==> src/rtl/vm_dispatch.sv <==
// Round-robin dispatcher connecting one snooper and one forwarder to N_VMS bpfvm instances.
// Each side has its own grant FSM; a grant is held from arbitration until that side's done pulse.

module vm_dispatch_arb #(
  parameter int N  = 4,
  parameter int SW = 2
) (
  input  logic          clk,
  input  logic          rst,
  input  logic [N-1:0]  ready_i,
  input  logic          done_i,
  output logic          grant_o,
  output logic [SW-1:0] sel_o,
  output logic [31:0]   count_o
);
  typedef enum logic {S_IDLE, S_GRANT} state_t;

  state_t        state_q, state_d;
  logic [SW-1:0] sel_q, sel_d;
  logic [SW-1:0] rr_ptr_q, rr_ptr_d;
  logic [31:0]   count_q, count_d;
  logic          found;

  always_ff @(posedge clk or negedge rst) begin
    if (!rst) begin
      state_q  <= S_IDLE;
      sel_q    <= '0;
      rr_ptr_q <= '0;
      count_q  <= '0;
    end else begin
      state_q  <= state_d;
      sel_q    <= sel_d;
      rr_ptr_q <= rr_ptr_d;
      count_q  <= count_d;
    end
  end

  always_comb begin
    state_d  = state_q;
    sel_d    = sel_q;
    rr_ptr_d = rr_ptr_q;
    count_d  = count_q;
    found    = 1'b0;
    case (state_q)
      S_IDLE: begin
        // First ready VM at or after rr_ptr, wrapping upward.
        for (int i = 0; i < N; i++) begin
          if (!found && ready_i[(int'(rr_ptr_q) + i) % N]) begin
            found = 1'b1;
            sel_d = SW'((int'(rr_ptr_q) + i) % N);
          end
        end
        if (found) state_d = S_GRANT;
      end
      S_GRANT: begin
        if (done_i) begin
          state_d  = S_IDLE;
          rr_ptr_d = (sel_q == SW'(N - 1)) ? '0 : sel_q + 1'b1;
          count_d  = count_q + 32'd1;
        end
      end
      default: state_d = S_IDLE;
    endcase
  end

  assign grant_o = (state_q == S_GRANT);
  assign sel_o   = sel_q;
  assign count_o = count_q;
endmodule

module vm_dispatch #(
  parameter int N_VMS                = 4,
  parameter int SNOOP_FWD_ADDR_WIDTH = 9,
  parameter int DATA_WIDTH           = 64
) (
  input  logic                                  clk,
  input  logic                                  rst,
  input  logic [SNOOP_FWD_ADDR_WIDTH-1:0]       snooper_wr_addr,
  input  logic [DATA_WIDTH-1:0]                 snooper_wr_data,
  input  logic                                  snooper_wr_en,
  input  logic                                  snooper_done,
  output logic                                  ready_for_snooper,
  input  logic [SNOOP_FWD_ADDR_WIDTH-1:0]       forwarder_rd_addr,
  input  logic                                  forwarder_rd_en,
  input  logic                                  forwarder_done,
  output logic [DATA_WIDTH-1:0]                 forwarder_rd_data,
  output logic                                  ready_for_forwarder,
  output logic [SNOOP_FWD_ADDR_WIDTH-1:0]       len_to_forwarder,
  output logic [SNOOP_FWD_ADDR_WIDTH-1:0]       vm_snooper_wr_addr,
  output logic [DATA_WIDTH-1:0]                 vm_snooper_wr_data,
  output logic [N_VMS-1:0]                      vm_snooper_wr_en,
  output logic [N_VMS-1:0]                      vm_snooper_done,
  input  logic [N_VMS-1:0]                      vm_ready_for_snooper,
  output logic [SNOOP_FWD_ADDR_WIDTH-1:0]       vm_forwarder_rd_addr,
  output logic [N_VMS-1:0]                      vm_forwarder_rd_en,
  output logic [N_VMS-1:0]                      vm_forwarder_done,
  input  logic [N_VMS*DATA_WIDTH-1:0]           vm_forwarder_rd_data,
  input  logic [N_VMS*SNOOP_FWD_ADDR_WIDTH-1:0] vm_len_to_forwarder,
  input  logic [N_VMS-1:0]                      vm_ready_for_forwarder,
  output logic [31:0]                           dispatch_count,
  output logic [31:0]                           forward_count
);
  localparam int SW = (N_VMS > 1) ? $clog2(N_VMS) : 1;

  logic          s_grant, f_grant;
  logic [SW-1:0] s_sel, f_sel;

  vm_dispatch_arb #(.N(N_VMS), .SW(SW)) u_snoop_arb (
    .clk     (clk),
    .rst     (rst),
    .ready_i (vm_ready_for_snooper),
    .done_i  (snooper_done),
    .grant_o (s_grant),
    .sel_o   (s_sel),
    .count_o (dispatch_count)
  );

  vm_dispatch_arb #(.N(N_VMS), .SW(SW)) u_fwd_arb (
    .clk     (clk),
    .rst     (rst),
    .ready_i (vm_ready_for_forwarder),
    .done_i  (forwarder_done),
    .grant_o (f_grant),
    .sel_o   (f_sel),
    .count_o (forward_count)
  );

  assign ready_for_snooper    = s_grant;
  assign ready_for_forwarder  = f_grant;
  assign vm_snooper_wr_addr   = snooper_wr_addr;
  assign vm_snooper_wr_data   = snooper_wr_data;
  assign vm_forwarder_rd_addr = forwarder_rd_addr;

  // Read data follows the held sel even after done, so a late read response still lands.
  assign forwarder_rd_data = vm_forwarder_rd_data[f_sel*DATA_WIDTH +: DATA_WIDTH];
  assign len_to_forwarder  = f_grant ? vm_len_to_forwarder[f_sel*SNOOP_FWD_ADDR_WIDTH +: SNOOP_FWD_ADDR_WIDTH]
                                     : '0;

  generate
    for (genvar gi = 0; gi < N_VMS; gi++) begin : g_strobe
      assign vm_snooper_wr_en[gi]   = s_grant && (s_sel == SW'(gi)) && snooper_wr_en;
      assign vm_snooper_done[gi]    = s_grant && (s_sel == SW'(gi)) && snooper_done;
      assign vm_forwarder_rd_en[gi] = f_grant && (f_sel == SW'(gi)) && forwarder_rd_en;
      assign vm_forwarder_done[gi]  = f_grant && (f_sel == SW'(gi)) && forwarder_done;
    end
  endgenerate
endmodule

==> config.mk <==
export PLATFORM = sky130hd
export DESIGN_NAME = vm_dispatch
export DESIGN_NICKNAME = d
export VERILOG_FILES = /design/src/rtl/vm_dispatch.sv
export SDC_FILE = /design/constraint.sdc
export NUM_CORES = 1
export LEC_CHECK = 0
export ABC_AREA = 1
export CAP_MARGIN = 10
export CORE_AREA = 2 2 246 248
export DETAILED_ROUTE_END_ITERATION = 10
export DIE_AREA = 0 0 248 250
export GPL_ROUTABILITY_DRIVEN = 0
export GPL_TIMING_DRIVEN = 1
export REMOVE_ABC_BUFFERS = 1
export SLEW_MARGIN = 5
export SYNTH_ARGS = -nofsm -noshare
export SYNTH_HDL_FRONTEND = slang
export SYNTH_SLANG_ARGS = --single-unit
==> constraint.sdc <==
create_clock -name clk -period 2.25 [get_ports clk]
set_clock_uncertainty 0.15 [all_clocks]
set_input_delay 0.675 -clock clk [delete_from_list [all_inputs] [get_ports clk]]
set_output_delay 0.675 -clock clk [all_outputs]
set_load 0.03 [all_outputs]
# Word level (Yosys, flattened, before mapping)
# Cells that the tools add are included.
[op_classes]
div = 0
n_addsub = 10
bitwise_logic = 8
reduce_logical = 50
muxes = 55
n_shift = 2
n_mul = 1
n_eq_ne = 6
n_lt_le_gt_ge = 8
[ops]
columns = ["operator", "n"]
rows = [
  ["$shiftx A256 B9 Y64", 1],
  ["$add A32 B1 Y32 const B", 2],
  ["$shiftx A36 B7 Y9", 1],
  ["$mux W1", 34],
  ["$logic_and A1 B1 Y1", 30],
  ["$lt A3 B4 Y1 const B", 6],
  ["$mux W2", 10],
  ["$bmux W1 S2", 8],
  ["$reduce_or A2 Y1", 6],
  ["$mux W9", 1],
  ["$add A2 B1 Y2 const B", 4],
  ["$add A2 B2 Y2 const B", 4],
  ["$eq A2 B2 Y1 const B", 4],
  ["$reduce_and A2 Y1", 4],
  ["$reduce_bool A4 Y1", 2],
  ["$and A1 B1 Y1 const A", 6],
  ["$logic_not A1 Y1", 6],
  ["$lt A2 B3 Y1 const B", 2],
  ["$mul A2 B4 Y6 const B", 1],
  ["$eq A2 B1 Y1 const B", 2],
  ["$logic_not A2 Y1", 2],
  ["$pmux W1 S2", 2],
  ["$not A1 Y1", 2],
]
[word_totals]
latch_bits = 0
out_inout_bits = 237
romBits = 0
n_memories = 0
regBits = 74
ram_bits = 0

# Longest topological paths before layout
# Gate-level depths: netlist of the first run.
[logic_depth]
word_depth = 19
depth_mapped = 14

# By module
# From an unflattened synthesis of the first run, not the netlist that was laid out.
[unflattened]
hier_cells = 1194
hier_area_um2 = 7357.1
[modules_own_cells]
columns = ["module", "seq_area_each_um2", "n_inst", "cells_per_inst", "area_per_inst_um2"]
rows = [
  ["vm_dispatch_arb", 925.9, 2, 325, 2371.0],
  ["vm_dispatch", 0.0, 1, 544, 2615.0],
]

# Worst setup path after synthesis of the first run
# OpenSTA, ideal clock, no wires.
[synth_path]
kind = "register -> output"
startpoint = "register u_fwd_arb.sel_q[0] (netlist: u_fwd_arb.sel_o[0])"
endpoint = "output vm_forwarder_done[0]"
n_path_buf = 2
setup_slack_ns = -0.306
required_ns = 1.425
arrival_ns = 1.731
path_stages_with_launch = 7
path_cell_list = "dfrtp_1 inv_1 clkbuf_1 clkbuf_1 ha_1 inv_1 nor2_1"
[synth_between]
elab_chain_len = 3
[synth_lines]
columns = ["element", "line_no", "rtl"]
rows = [
  ["from (decl)", "19", "logic [SW-1:0] sel_q, sel_d;"],
  ["from (signal assigned)", "32", "sel_q <= sel_d;"],
  ["$logic_not A2 Y1", "144", "assign vm_forwarder_done[gi] = f_grant && (f_sel == SW'(gi)) && forwarder_done;"],
  ["$logic_and A1 B1 Y1 (2 in a row)", "144", ""],
  ["to (decl)", "96", "output logic [N_VMS-1:0] vm_forwarder_done,"],
]
# Every way passes these cells.

# Worst setup path in the final report of the first run
[layout_path]
startpoint = "register u_fwd_arb.sel_q[0] (netlist: u_fwd_arb.sel_o[0])"
endpoint = "output forwarder_rd_data[2]"
[layout_between]
elab_chain_len = 1
[layout_lines]
columns = ["element", "line_no", "rtl"]
rows = [
  ["$shiftx A256 B9 Y64", "135", "assign forwarder_rd_data = vm_forwarder_rd_data[f_sel*DATA_WIDTH +: DATA_WIDTH];"],
  ["to (decl)", "86", "output logic [DATA_WIDTH-1:0] forwarder_rd_data,"],
]
# Every way passes these cells.

==> out/results.ini, run 1 <==
[status]
status=finished with violations
violations=setup timing

[logic_synthesis]
synth.yosys.warnings=0
synth_area_sq_mm=0.007052
synthMuxAreaShare=0
synth-xor-area-share=0.07204
async_flop_share=1.000
ys_ff_latch=74
synth-compound-area-share=0.1824
synthAdderAreaFrac=0.01774
synthSimpleGateAreaFrac=0.3006
synthDistinctLibCells=32
avgSynthCellArea_sq_um=6.434
synth_top_family_by_area=simple AND/OR/NAND/NOR gates
synth_edf_count=0
synth_ff_type=dfrtp_1
syn_inst=1096
seq_area_frac_synth=0.2626

[worst_setup_path]
arrival_ns=1.95
start_kind=flop
critPathKind=flop to primary output
path_max_fanout=8
end_kind=primary output
cp.required_ns=1.42

[final_layout]
final_cell_mix=302 x clkdlybuf4s50_1, 164 x nand2_1, 152 x nor2_1
nFillCells=6371
nets=2025
drive_gt1_frac=0.3480
fin_util=0.2737
syn_to_final_growth_pct=131.2
layout_commonest_cell=clkdlybuf4s50_1
final_area_sq_mm=0.01630

[sta]
setup_viol_count_final=81
hold_slack_ns=0.1148
worst_pin_slew_ns=0.4947
rsz0062_at_grt=true
fmax_mhz=360.8
final_hold_viol_count=0
slew_violations=0
fin_crit_ns=2.771
relSlewSlack=0.6702
fin_ws_ns=-0.5215
post-route-period-util=1.232

[global_routing]
grt_pass1_wl_mm=84.47
grt.overflow.total=0
grtUsageTotal=0.2036
grt_max_degree=34
antenna_found_initial=30
grt_pass1_vias=9721

[clocking]
clock_path_buffers=2
clkSinkCount=74
ctsHtreeMaxLevel=3
clk_pin_slew_ns=0.07
cts_buffers=9
cts-root-buf=clkbuf_16
clkLatencyLatePin_ns=0.36
cts_tree=yes

[detailed_routing]
vias_per_cell=4.289
wl_per_cell_um=27.56
drc_errors=0
drtAntennaViolNets=0
drt_first_pass_iters=5
wl_mm=66.83
vias=10400
drt-initial-drc-count=663

[power]
leakage_nw=6.991
seq_power_share=0.090
cellInternalPower_w=0.01079
irDropWorstVdd_v=0.0008350
p_sw_w=0.01022
swShare=0.4863
combPwrFrac=0.844
power_density_mw_per_mm2=1288
clockPowerShare=0.066

[floorplanning]
io_pins=625
core_area_sq_mm=0.05957
rows=90
die_w_um=248
die_h_um=250
die-area_sq_mm=0.06200
start_util=0.1184

[placement]
io_buffers=460
postPlaceCellArea_sq_mm=0.01309
hpwl_mm=53.70

[flow_run]
maxCapViolations=0

[min_path]
worstHoldPathType=input port to async pin

-- flip-flops by register name, summed over array words and instances, names as in the netlist --
register / cells
u_snoop_arb.grant_o: 1
u_fwd_arb.rr_ptr_q: 2
u_fwd_arb.grant_o: 1
u_fwd_arb.count_o: 32
u_snoop_arb.rr_ptr_q: 2
u_snoop_arb.sel_o: 2
u_snoop_arb.count_o: 32
u_fwd_arb.sel_o: 2
-- power by group through the flow --
stage | registers (W) | clock network, W | logic (W)
after floorplan | 0.00233 | 0 | 0.00476
after global placement | 0.00188 | 0 | 0.0125
after detailed placement | 0.00190 | 0 | 0.0125
after CTS | 0.00189 | 0.00145 | 0.0162
after global routing | 0.00193 | 0.00149 | 0.0186
final | 0.00189 | 0.00139 | 0.0177
-- cell families (layout without fill, tap and decap cells) --
kind of cell               Yosys count  in the layout
AOI/OAI and AO/OA                  241            241
buffers and inverters              221            757
DFF                                 74             74
xor gates and xnor gates            58             58
other                                0             11
and+or+nand+nor                    492            492
adders and majority gates           10             10
-- through the flow --
stage	setup TNS, ns	total power (W)	setup WS (ns)	instances
after floorplan	-314.36	0.007090	-3.970	960
after global placement	-34.97	0.01440	-0.9821	2325
after detailed placement	-36.60	0.01440	-0.9737	2325
after CTS	-39.10	0.01954	-0.5686	2398
after global routing	-39.28	0.02201	-0.5739	2417
final	-34.29	0.02101	-0.5215	2425
-- layout make-up --
cell class / count / area (sq um) / share of cell area
Sequential cell: 74 / 1861 / 0.1141
Tap cell: 782 / 978.4 / 0.06001
Clock inverter: 2 / 12.51 / 0.0007674
Inverter: 85 / 344.1 / 0.02110
Multi-Input combinational cell: 801 / 5478 / 0.3360
Antenna cell: 11 / 27.53 / 0.001688
Timing Repair Buffer: 656 / 7340 / 0.4502
Clock buffer: 14 / 264.0 / 0.01619
-- worst paths after layout --
check	to	from	cells after the start	slack [ns]
setup / recovery	forwarder_rd_data[2]	u_fwd_arb.sel_o[0]	7	-0.52
hold / removal	u_snoop_arb.count_o[31]	rst	1	0.11
setup reg to reg	u_fwd_arb.count_o[18]	u_fwd_arb.grant_o	11	0.16
hold reg to reg	u_snoop_arb.count_o[31]	u_snoop_arb.count_o[31]	1	0.31
max in group asynchronous	u_fwd_arb.count_o[29]	rst	2	1.25
min in group clk	u_snoop_arb.count_o[31]	u_snoop_arb.count_o[31]	1	0.31
-- critical path, cell delays in order, from the launching register on --
cell and delay [ns]:
dfrtp_4 0.55, buf_6 0.17, buf_12 0.15, buf_12 0.15, buf_6 0.12, nor2_4 0.18
o22ai_4 0.10, buf_12 0.16
-- cells in the mapped netlist (4+ instances only) --
| cell type | number | area share |
|---|---|---|
| nor3_1 | 23 | 0.016 |
| buf_2 | 4 | 0.0028 |
| a21oi_1 | 11 | 0.0078 |
| o21ai_0 | 163 | 0.12 |
| buf_4 | 83 | 0.088 |
| buf_1 | 6 | 0.0032 |
| xor2_1 | 43 | 0.053 |
| xnor2_1 | 15 | 0.019 |
| o22ai_1 | 64 | 0.057 |
| nand2_2 | 5 | 0.0044 |
| ha_1 | 10 | 0.018 |
| nor2_1 | 225 | 0.12 |
| inv_1 | 82 | 0.044 |
| nand3_1 | 34 | 0.024 |
| nor2_4 | 9 | 0.014 |
| nand4_1 | 17 | 0.015 |
| nand2_1 | 166 | 0.088 |
| dfrtp_1 | 74 | 0.26 |
| clkbuf_1 | 42 | 0.022 |
-- metal layers --
metal / GRT usage / up-vias / wire, um / part of all wire
li1: - / 4614 / - / -
met4: 0.03610 / 44 / 1706 / 0.026
met5: 0.1065 / - / 1029 / 0.015
met3: 0.1699 / 141 / 12010 / 0.18
met1: 0.2402 / 4821 / 26690 / 0.40
met2: 0.2718 / 781 / 25390 / 0.38
-- repair_timing --
item,4_1_cts,5_1_grt
pin swaps,75,67
resized for setup,382,254
hold buffers,0,0
endpoints found under the setup margin,150,91
gates cloned,22,6
buffers inserted,44,26
(Power assumes the default switching activity.)
==> inputs of run 2 (changes only) <==
REMOVE_ABC_BUFFERS = default   (was 1)
==> run 2 against run 1 <==
  * Sequential share of layout area is 1.0 points higher
  * First-iteration DRC count is 30% lower
  * The flow still finishes with violations (setup timing)
  * Largest cell class unchanged
  * Hold slack better by 0.079 ns
  * Critical endpoint is now forwarder_rd_data[7]
  * Critical path depth is 2 lower
  * Maximum frequency is 2.8% higher
  * Final cell count is 2.1% lower
  * Cell area is 8.1% lower
  * Via count is 7.7% lower
  * Sequential power hardly changed
  * Register-to-register slack worse by 0.04 ns
==> out/results.ini, run 2 (same netlist as run 1, synthesis figures left out) <==
[status]
status=finished with violations  ; unchanged
violations=setup timing  ; unchanged

[worst_setup_path]
critPathKind=flop to primary output  ; unchanged
cp.required_ns=1.42  ; about the same
end_kind=primary output  ; unchanged
start_kind=flop  ; unchanged
cpPeakStageDelay_ns=0.53  ; was 0.55 ns
critPathLaunch=u_fwd_arb.sel_o[0]  ; unchanged
cp_cell_sequence=buf_8 > bufbuf_16 > o21ai_1 > o22ai_2 > buf_12  ; was buf_6 > buf_12 > buf_12 > buf_6 > nor2_4 > o22ai_4 > buf_12
path_max_fanout=19  ; was 8
arrival_ns=1.87  ; was 1.95 ns
cpMaxStageDelayCell=dfrtp_4  ; unchanged
r2r-start=u_fwd_arb.grant_o  ; unchanged

[floorplanning]
die_w_um=248  ; unchanged
rows=90  ; unchanged
core_area_sq_mm=0.05957  ; unchanged
io_pins=625  ; unchanged
start_util=0.1184  ; unchanged
die-area_sq_mm=0.06200  ; unchanged
die_h_um=250  ; unchanged

[placement]
io_buffers=460  ; unchanged
placedCellCount=2321  ; was 2325
postPlaceCellArea_sq_mm=0.01375  ; was 0.01309 sq mm
hpwl_mm=43.68  ; was 53.70 mm
dp_slack_ns=-0.4674  ; was -0.9737 ns

[sta]
fin_ws_ns=-0.4464  ; was -0.5215 ns
rsz0062_at_grt=true  ; unchanged
post-route-period-util=1.198  ; was 1.232
final_hold_viol_count=0  ; unchanged
fin_crit_ns=2.696  ; was 2.771 ns
worst_pin_slew_ns=0.4822  ; was 0.4947 ns
fmax_mhz=370.9  ; was 360.8 MHz
slew_violations=0  ; unchanged
relSlewSlack=0.6756  ; was 0.6702
setup_viol_count_final=81  ; unchanged

[detailed_routing]
drt-initial-drc-count=461  ; was 663
wl_mm=52.30  ; was 66.83 mm
drtAntennaViolNets=0  ; unchanged
drt_first_pass_iters=5  ; unchanged
wl_per_cell_um=22.04  ; was 27.56 um
vias_per_cell=4.045  ; was 4.289
drc_errors=0  ; unchanged
vias=9598  ; was 10400

[global_routing]
grt_pass1_wl_mm=70.41  ; was 84.47 mm
grtUsageTotal=0.1610  ; was 0.2036
grt_max_degree=75  ; was 34
grt.overflow.total=0  ; unchanged
antenna_found_initial=29  ; was 30
grt_pass1_vias=9535  ; was 9721

[clocking]
clkLatencyLatePin_ns=0.34  ; was 0.36 ns
clk_pin_slew_ns=0.07  ; about the same
cts-root-buf=clkbuf_16  ; unchanged
clkSinkCount=74  ; unchanged
cts_hold_buf=0  ; unchanged
cts_tree=yes  ; unchanged
clock_path_buffers=2  ; unchanged
ctsHtreeMaxLevel=3  ; unchanged
cts_buffers=9  ; unchanged

[power]
p_sw_w=0.009028  ; was 0.01022 W
power_w=0.01839  ; was 0.02101 W
swShare=0.4910  ; was 0.4863
power_density_mw_per_mm2=1227  ; was 1288 mW/mm^2
irDropWorstVdd_v=0.0009669  ; was 0.0008350 V
leakage_nw=6.596  ; was 6.991 nW
clockPowerShare=0.089  ; was 0.066
combPwrFrac=0.808  ; was 0.844
seq_power_share=0.103  ; was 0.090
cellInternalPower_w=0.009360  ; was 0.01079 W

[final_layout]
drive_gt1_frac=0.2714  ; was 0.3480
syn_to_final_growth_pct=112.4  ; was 131.2%
final_area_sq_mm=0.01498  ; was 0.01630 sq mm
seq_area_sq_mm=0.001859  ; was 0.001861 sq mm
multi_input_area_sq_mm=0.004823  ; was 0.005478 sq mm
nets=1970  ; was 2025
final_cell_mix=302 x clkdlybuf4s50_1, 192 x nor2_1, 161 x nand2_1  ; was 302 x clkdlybuf4s50_1, 164 x nand2_1, 152 x nor2_1
layout_commonest_cell=clkdlybuf4s50_1  ; unchanged
nFillCells=6546  ; was 6371
instances_no_fill=2373  ; was 2425
fin_util=0.2515  ; was 0.2737

[flow_run]
maxCapViolations=0  ; unchanged

[logic_synthesis]
synthesis.nets=1494

[min_path]
worstHoldPathType=input port to async pin  ; unchanged

==> run 2: cell types whose count changed in the layout (fill, tap and decap cells not counted), sizes merged, moves of 3 or more <==
cell | previous run | this run
clkbuf | 21 | 13
diode | 11 | 14
bufbuf | 5 | 2
buf | 288 | 238
dlymetal6s2s | 1 | 7
dlygate4sd2 | 53 | 49
==> run 2: cell type report <==
| class | instances | area share |
|---|---|---|
| diodes | 14 | 0.002339 |
| clock buffers | 10 | 0.01595 |
| clock inverters | 6 | 0.006515 |
| inverters | 85 | 0.02364 |
| multi-input cells | 801 | 0.3220 |
| flip-flops and latches | 74 | 0.1241 |
| well taps | 782 | 0.06531 |
| repair buffers | 601 | 0.4402 |
==> run 2: metrics by stage <==
step / hold WS (ns) / TNS, ns
finish: 0.1934 / -28.68
global route: 0.2154 / -33.68
CTS: 0.2168 / -29.27
detailed placement: 0.3100 / -31.34
global placement: 0.3070 / -30.83
floorplan: 0.2294 / -0.06254
==> run 2: path summary, 6_finish.rpt <==
path	to	slack, ns	cells after the start
setup / recovery	forwarder_rd_data[7]	-0.45	5
hold / removal	u_snoop_arb.grant_o	0.19	2
setup reg to reg	u_fwd_arb.count_o[18]	0.12	10
hold reg to reg	u_snoop_arb.count_o[31]	0.31	1
max in group asynchronous	u_fwd_arb.sel_o[0]	1.35	2
min in group clk	u_snoop_arb.count_o[31]	0.31	1
==> run 2: worst max-delay path, delay by kind of cell (launching register included) <==
kind | cells | cell delay, ns
compound gates | 2 | 0.30
flops | 1 | 0.53
buf+inv | 3 | 0.67
==> run 2: power groups by stage <==
stage | clock network (W) | logic (W) | registers (W)
2_1_floorplan | 0 | 0.00623 | 0.00204
3_3_place_gp | 0 | 0.0133 | 0.00187
3_5_place_dp | 0 | 0.0132 | 0.00187
4_1_cts | 0.00168 | 0.0145 | 0.00187
5_1_grt | 0.00174 | 0.0158 | 0.00194
6_report | 0.00164 | 0.0148 | 0.00190
==> run 2: routing by layer <==
layer | share of wire | routed length (um) | global-route usage
met2 | 0.48 | 25150 | 0.2743
met4 | 0.037 | 1931 | 0.04790
met3 | 0.11 | 5514 | 0.07259
met5 | 0.0013 | 68 | 0.007949
met1 | 0.38 | 19640 | 0.1774
==> run 2: timing repair <==
item	in CTS	in global routing
setup buffers	9	5
endpoints found under the setup margin	141	106
gates resized for setup	228	61
cloned	6	3
pin swaps	26	17
